--- src/rtl/inmux_ctrl_q.sv ---
// inmux_ctrl_q: queues control-token selects, joins the selected data channel, registers the result.
// Define INMUX_CTRL_Q_SKID_EN to replace the single output register with a 2-entry skid buffer.
module inmux_ctrl_q #(
    parameter int unsigned NUM_IN     = 4,
    parameter int unsigned DATA_W     = 32,
    parameter int unsigned SEL_W      = 2,
    parameter int unsigned CTRL_DEPTH = 2
) (
    input  logic                              clk,
    input  logic                              reset_n,
    input  logic [NUM_IN-1:0]                 t_k_req,
    output logic [NUM_IN-1:0]                 t_k_ack,
    input  logic [NUM_IN*DATA_W-1:0]          t_k_data,
    input  logic                              t_c_req,
    output logic                              t_c_ack,
    input  logic [SEL_W-1:0]                  t_c_sel,
    output logic                              i_inmux_req,
    input  logic                              i_inmux_ack,
    output logic [DATA_W-1:0]                 i_inmux_data,
    output logic [SEL_W-1:0]                  i_inmux_sel,
    output logic [7:0]                        err_cnt,
    output logic [$clog2(CTRL_DEPTH):0]       ctrl_level
);

    localparam int unsigned LVL_W = $clog2(CTRL_DEPTH) + 1;
    localparam int unsigned PTR_W = (CTRL_DEPTH > 1) ? $clog2(CTRL_DEPTH) : 1;

    logic [SEL_W-1:0]  r_fifo [CTRL_DEPTH];
    logic [PTR_W-1:0]  r_wr_ptr;
    logic [PTR_W-1:0]  r_rd_ptr;
    logic [LVL_W-1:0]  r_level;
    logic [7:0]        r_err_cnt;

    logic              w_push;
    logic              w_pop;
    logic              w_head_v;
    logic [SEL_W-1:0]  w_head;
    logic              w_sel_ok;
    logic              w_can_load;
    logic              w_join;
    logic              w_bad;
    logic              w_load;
    logic              w_sel_req;
    logic [DATA_W-1:0] w_sel_data;

    function automatic logic [PTR_W-1:0] ptr_inc(input logic [PTR_W-1:0] p);
        if (p == PTR_W'(CTRL_DEPTH - 1)) return '0;
        return p + PTR_W'(1);
    endfunction

    assign t_c_ack    = (r_level != LVL_W'(CTRL_DEPTH));
    assign w_push     = t_c_req && t_c_ack;
    assign w_head_v   = (r_level != '0);
    assign w_head     = r_fifo[r_rd_ptr];
    assign w_sel_ok   = (int'(w_head) < int'(NUM_IN));
    assign w_join     = w_head_v && w_sel_ok && w_can_load;
    assign w_bad      = w_head_v && !w_sel_ok;
    assign w_load     = w_join && w_sel_req;
    assign w_pop      = w_load || w_bad;
    assign ctrl_level = r_level;
    assign err_cnt    = r_err_cnt;

    // NOTE: every signal driven in always_comb gets a default first so no path can infer a latch.
    always_comb begin
        t_k_ack    = '0;
        w_sel_req  = 1'b0;
        w_sel_data = '0;
        for (int i = 0; i < int'(NUM_IN); i++) begin
            if (int'(w_head) == i) begin
                t_k_ack[i] = w_join;
                w_sel_req  = t_k_req[i];
                w_sel_data = t_k_data[i*DATA_W +: DATA_W];
            end
        end
    end

    // NOTE: queue storage carries no reset; occupancy and pointers alone decide what is valid.
    always_ff @(posedge clk) begin
        if (w_push) r_fifo[r_wr_ptr] <= t_c_sel;
    end

    // NOTE: sequential state is updated with non-blocking assignments so all flops sample pre-edge values.
    always_ff @(posedge clk or negedge reset_n) begin
        if (!reset_n) begin
            r_wr_ptr  <= '0;
            r_rd_ptr  <= '0;
            r_level   <= '0;
            r_err_cnt <= '0;
        end else begin
            if (w_push) r_wr_ptr <= ptr_inc(r_wr_ptr);
            if (w_pop)  r_rd_ptr <= ptr_inc(r_rd_ptr);
            case ({w_push, w_pop})
                2'b10:   r_level <= r_level + LVL_W'(1);
                2'b01:   r_level <= r_level - LVL_W'(1);
                default: r_level <= r_level;
            endcase
            if (w_bad && (r_err_cnt != 8'hFF)) r_err_cnt <= r_err_cnt + 8'd1;
        end
    end

`ifdef INMUX_CTRL_Q_SKID_EN
    logic [1:0]        r_ocnt;
    logic [DATA_W-1:0] r_d0;
    logic [DATA_W-1:0] r_d1;
    logic [SEL_W-1:0]  r_s0;
    logic [SEL_W-1:0]  r_s1;
    logic              w_drain;
    logic [1:0]        w_cnt_after;

    // Readiness comes only from stored occupancy, cutting the ack-to-ack combinational path.
    assign w_can_load  = (r_ocnt != 2'd2);
    assign w_drain     = (r_ocnt != 2'd0) && i_inmux_ack;
    assign w_cnt_after = r_ocnt - {1'b0, w_drain};

    always_ff @(posedge clk or negedge reset_n) begin
        if (!reset_n) begin
            r_ocnt <= '0;
            r_d0   <= '0;
            r_d1   <= '0;
            r_s0   <= '0;
            r_s1   <= '0;
        end else begin
            if (w_drain && (r_ocnt == 2'd2)) begin
                r_d0 <= r_d1;
                r_s0 <= r_s1;
            end
            if (w_load) begin
                if (w_cnt_after == 2'd0) begin
                    r_d0 <= w_sel_data;
                    r_s0 <= w_head;
                end else begin
                    r_d1 <= w_sel_data;
                    r_s1 <= w_head;
                end
            end
            r_ocnt <= w_cnt_after + {1'b0, w_load};
        end
    end

    assign i_inmux_req  = (r_ocnt != 2'd0);
    assign i_inmux_data = r_d0;
    assign i_inmux_sel  = r_s0;
`else
    logic              r_out_req;
    logic [DATA_W-1:0] r_out_data;
    logic [SEL_W-1:0]  r_out_sel;

    assign w_can_load = !r_out_req || i_inmux_ack;

    always_ff @(posedge clk or negedge reset_n) begin
        if (!reset_n) begin
            r_out_req  <= 1'b0;
            r_out_data <= '0;
            r_out_sel  <= '0;
        end else if (w_load) begin
            r_out_req  <= 1'b1;
            r_out_data <= w_sel_data;
            r_out_sel  <= w_head;
        end else if (i_inmux_ack) begin
            r_out_req  <= 1'b0;
        end
    end

    assign i_inmux_req  = r_out_req;
    assign i_inmux_data = r_out_data;
    assign i_inmux_sel  = r_out_sel;
`endif

endmodule

--- config.mk ---
export PLATFORM = sky130hd
export DESIGN_NAME = inmux_ctrl_q
export DESIGN_NICKNAME = d
export VERILOG_FILES = /design/src/rtl/inmux_ctrl_q.sv
export SDC_FILE = /design/constraint.sdc
export NUM_CORES = 1
export LEC_CHECK = 0
export ABC_CLOCK_PERIOD_IN_PS = 2200
export BUFFER_PORTS_ARGS = -buffer_cell sky130_fd_sc_hd__buf_2
export CORE_ASPECT_RATIO = 0.75
export CORE_UTILIZATION = 39
export DETAILED_ROUTE_END_ITERATION = 7
export PLACE_DENSITY = 0.74
export REMOVE_ABC_BUFFERS = 1
export SKIP_LAST_GASP = 1
export SLEW_MARGIN = 20
export SYNTH_ARGS = -nofsm -noshare
export SYNTH_HDL_FRONTEND = slang
export SYNTH_SLANG_ARGS = --single-unit
--- constraint.sdc ---
create_clock -name clk -period 2.2 [get_ports clk]
set_clock_uncertainty 0.1 [all_clocks]
set_input_delay 0.55 -clock clk [delete_from_list [all_inputs] [get_ports clk]]
set_output_delay 0.55 -clock clk [all_outputs]
set_load 0.01 [all_outputs]
# Word-level counts from Yosys, hierarchy flattened
# Memory sizes are Yosys's and may differ from the RTL's.
# Cells that the tools add are included.
# word_totals
ff_bits	39
n_memories	1
output_inout_bits	50
wordCells	51
inputBits	138
ram_bits	4
# memory_table
memory	words	width	rd	rd_ports_with_merged_regs	wr	line	text
r_fifo	2	2	1	0	1	28	logic [SEL_W-1:0] r_fifo [CTRL_DEPTH];
# classes
reduce_logical	9
n_eq_ne	6
n_addsub	4
muxes	25
# op_table
operator	n
$mux 32	4
$mux 1	20
$eq 2x2->1 const B	3
$reduce_bool 2->1	3
$eq 2x1->1 const B	2
$pmux 2 s2	1
$logic_and 1x1->1	3
$add 1x1->1 const B	2
$add 2x1->2 const B	1
$logic_not 2->1	1
$ne 2x2->1 const B	1
$sub 2x1->2 const B	1
$logic_not 1->1	1
$logic_or 1x1->1	1

# Logic depth before layout (Yosys ltp)
# An unclocked memory read counts as a cell.
# logic_depth
depth_word	9
mapped_depth	11

# Least setup slack after synthesis
# No wires, ideal clock.
# synth_path
kind	input port to flip-flop
startpoint	input i_inmux_ack
endpoint	register r_level[1] (netlist: ctrl_level[1])
setup_slack_ps	64
required_time_ps	2021
n_path_buf	2
stages	9
t_arrival_ps	1957
setup_ps	79
path_cell_list	inv_1 o2bb2ai_1 inv_1 a32o_1 buf_6 buf_12 ha_1 nor2_1 xor2_1
# synth_between
elab_chain_len	5
word_cells_on_any_way	7
classes_between	2 x eq/ne; 1 x mux; 4 x reduce/logical
# synth_lines
item	line	text
start: declaration	18	input logic i_inmux_ack,
$logic_or 1x1->1 *	148	assign w_can_load = !r_out_req || i_inmux_ack;
$logic_and 1x1->1 *	56	assign w_join = w_head_v && w_sel_ok && w_can_load;
$logic_and 1x1->1 *	58	assign w_load = w_join && w_sel_req;
via w_load	42	logic w_load;
$eq 2x1->1 or $eq 2x2->1 (tied branches)	92	case ({w_push, w_pop})
$pmux 2 s2 or $reduce_bool 2->1 (tied branches)	--	
end signal: assignment	93	2'b10: r_level <= r_level + LVL_W'(1);
end signal: assignment	94	2'b01: r_level <= r_level - LVL_W'(1);
end signal: assignment	95	default: r_level <= r_level;
end: declaration	31	logic [LVL_W-1:0] r_level;
# The timed path passes the listed nets; every way through them passes the cells marked *.
# A chain may end at the register's enable or synchronous reset.

# Worst setup path after layout
# layout_path
startpoint	register r_rd_ptr
endpoint	output t_k_ack[0]
# layout_between
elab_chain_len	3
# layout_lines
item	line	text
start: declaration	30	logic [PTR_W-1:0] r_rd_ptr;
start signal: assignment	91	if (w_pop) r_rd_ptr <= ptr_inc(r_rd_ptr);
$mem_v2 2x2	--	
$logic_not 2->1	69	if (int'(w_head) == i) begin
$mux 1	69	
end: declaration	12	output logic [NUM_IN-1:0] t_k_ack,
# Every way passes these cells.

==> metrics <==
Worst R2R End ctrl_level[1]; leakage power just over 2 nW; syn_area_per_cell just under 10 sq um; min cycle time layout around 2200 ps; CTS Buf Count 5; Inserted Diodes 0; Setup-failing EPs final 0; worst r2r src r_rd_ptr; Initial Util between 40% and 50%; cells on worst reg2reg path 7; via/cell ratio between 4 and 5; maximum vdd drop 0.613 mV; number of synthesized flops with an enable pin 4; reg-to-reg slack, setup about 160 ps; synth warn 0; max-slew violations 0; # rows 27; CP Max Fanout 8; clock latency at the later pin of the worst-skew pair between 200 and 300 ps; Remaining DRCs 0; RSZ-0062 raised after global routing yes; GRT Resource Usage Total around a fifth; first-pass GRT wire length 12200 um; largest net degree at the start of global routing 46; Starting DRT DRC Count 32; #FFs+latches synth 43; Synth-to-Final Area Change 37.5%; grt total ovfl 0; arrival time worst endpoint roughly 1500 ps; GP Congestion 0.797; Rel. slew slack between 50% and 60%; crit path kind reg -> out; synth unique cells 33; initial antenna violation count 0; cell area after synthesis roughly 3000 sq um; Hold Fails Final Rpt 0; vias between 2000 and 3000; dpl cell area around 4000 sq um; critical path launch point type flip-flop; DP Wirelength 5910 um; IO Count 188; Req. time, crit path ~1600 ps; DR WL/cell around 13 um; Tightest Pin Transition approximately 650 ps; share of cells above drive strength 1 ~50%; status completed; WL final roughly 7600 um; dpl cells 576; clk buf depth 2; critical path endpoint category primary output; maxcap violations 0; PD cells 1420 nW/um^2; Final nets approximately 630; H-Tree Depth 2; CTS tree yes; Final Cycle Share a little over nine tenths; Die Width ~100 um; FMAX between 400 and 500 MHz; crit path cell chain buf_4 -> o21ai_0 -> nor3_1 -> buf_2; Hold Buf Count CTS 0; chip height ~78 um; Main synth FF type dfrtp_1; Critical-path top delay cell dfrtp_2; Mapped Cells between 300 and 400; sequential-to-total area share from yosys stat a little under two fifths; max incr delay on CP between 400 and 500 ps; number of global-route vias before repair around 2700; Layout Cells excl Fill 589; Placeable Area about 7400 sq um; Detailed Routing Iterations Pass 1 4; Final Cell Area about 4100 sq um; Reg clk slew, reported paths around 80 ps; clock sink count 43; IO Port Bufs around 180; HP Class in -> async; die area between 7000 and 8000 sq um; Clock Root Buffer clkbuf_8; Detail Route Antenna Nets 0; fraction of registers with async set/reset between 90 and 100%
## critical path, delay by kind of cell, from the launching register on
| family | cells | cell delay [ps] |
|---|---|---|
| compound gates | 1 | 330 |
| buf+inv | 2 | 310 |
| flops | 1 | 480 |
| simple gates | 1 | 90 |
## synthesized netlist by cell type (4+ instances only)
| cell | count | area, sq um |
|---|---|---|
| a31oi_1 | 32 | 200 |
| dfrtp_1 | 39 | 976 |
| nand2_1 | 68 | 255 |
| mux2_2 | 7 | 78.8 |
| a211oi_1 | 32 | 240 |
| clkbuf_1 | 9 | 33.8 |
| buf_6 | 4 | 45.0 |
| nor2b_1 | 35 | 219 |
| edfxtp_1 | 4 | 120 |
| buf_4 | 10 | 75.1 |
| mux2_4 | 27 | 405 |
| nor3_1 | 5 | 25.0 |
| buf_2 | 7 | 35.0 |
## stage by stage
stage	TNS (ps)	power, W	hold slack (ps)	utilization (%)	setup WS, ps
4_1_cts	-9.79	0.00581	190	55.2	-9.79
3_5_place_dp	0	0.00525	389	53.7	110
6_report	0	0.00580	179	55.6	45.1
5_1_grt	-95.9	0.00625	215	55.6	-30.0
3_3_place_gp	0	0.00515	379	53.7	139
2_1_floorplan	-58640	0.00401	154	-	-1800
## report_power, final
| part | switching (W) | internal, W |
|---|---|---|
| Combinational | 0.00178 | 0.00203 |
| Clock | 0.000269 | 0.000218 |
| Sequential | 0.000270 | 0.00123 |
| Total | 0.00232 | 0.00347 |
## area by class of cell
type,count,area (sq um)
Inverter,3,11.3
Sequential cell,43,1100
Clock buffer,5,68.8
Multi-Input combinational cell,238,1680
Fill cell,699,3270
Tap cell,101,126
Clock inverter,3,15.0
Timing Repair Buffer,196,1100
## metal layers
metal	wire length, um	vias up	global-route usage [%]	share of wire [%]
li1	-	1442	-	-
met1	3520	1322	25.1	46
met2	3460	124	32.4	46
met3	561	8	5.05	7.4
met4	56	0	3.80	0.74
met5	0	-	0	0
## sequential cells by signal, summed over array words and instances (netlist names)
register	cells
r_fifo	4
i_inmux_sel	2
ctrl_level	2
r_rd_ptr	1
i_inmux_req	1
r_wr_ptr	1
i_inmux_data	32
## how the worst max path moves through the flow
stage | to | cells after the start | slack (ps) | from
after floorplan | t_k_ack[2] | 2 | -1800 | r_rd_ptr
after global placement | ctrl_level[1] | 7 | 140 | t_k_req[0]
after detailed placement | ctrl_level[1] | 7 | 110 | t_k_req[2]
after CTS | t_k_ack[1] | 4 | -10 | r_rd_ptr
after global routing | t_k_ack[1] | 4 | -30 | r_rd_ptr
final | t_k_ack[0] | 4 | 50 | r_rd_ptr
## timing repair
item                                    CTS  global route
setup buffers                             3             2
endpoints found under the setup margin    4             4
pin swaps                                 0             0
gates resized for setup                   2             3
## logic make-up (layout without fill, tap and decap cells)
logic type | Yosys count | in the layout | synth area share [%]
adders and majority gates | 1 | 1 | 0.420
other | 1 | 8 | 0.126
xor gates and xnor gates | 5 | 5 | 1.47
AOI/OAI and AO/OA | 70 | 70 | 16.2
muxes | 36 | 36 | 17.4
and+or+nand+nor | 118 | 118 | 18.9
DFF | 43 | 43 | 36.8
buffers and inverters | 36 | 207 | 8.74
## cell usage in the layout (no fill, tap or decap)
cell type  synthesis  routed
nand3_1            1       1
a211oi_1          32      32
nand2b_1           2       2
buf_12             3       6
xor2_1             2       2
mux2_4            27      27
ha_1               1       1
dfrtp_2            0       1
a21o_1             1       1
nor4_2             0       1
o2bb2ai_1          1       1
nor4_1             2       1
xnor2_1            3       3
nor2b_1           35      35
a31oi_1           32      32
mux2i_4            1       2
buf_4             10      11
edfxtp_1           4       4
clkinv_2           0       3
conb_1             1       8
nor3_1             5       3
o21ai_1            0       1
o22ai_1            1       1
clkbuf_8           0       5
and3_1             1       1
inv_1              3       3
nand2_1           68      68
nor4bb_1           1       1
o21ai_0            2       1
nor4b_1            1       1
a32o_2             0       1
dfrtp_1           39      38
buf_2              7     179
mux2_2             7       7
nor3_2             0       2
nor2_1             2       2
Power figures use the tool's default switching activity.
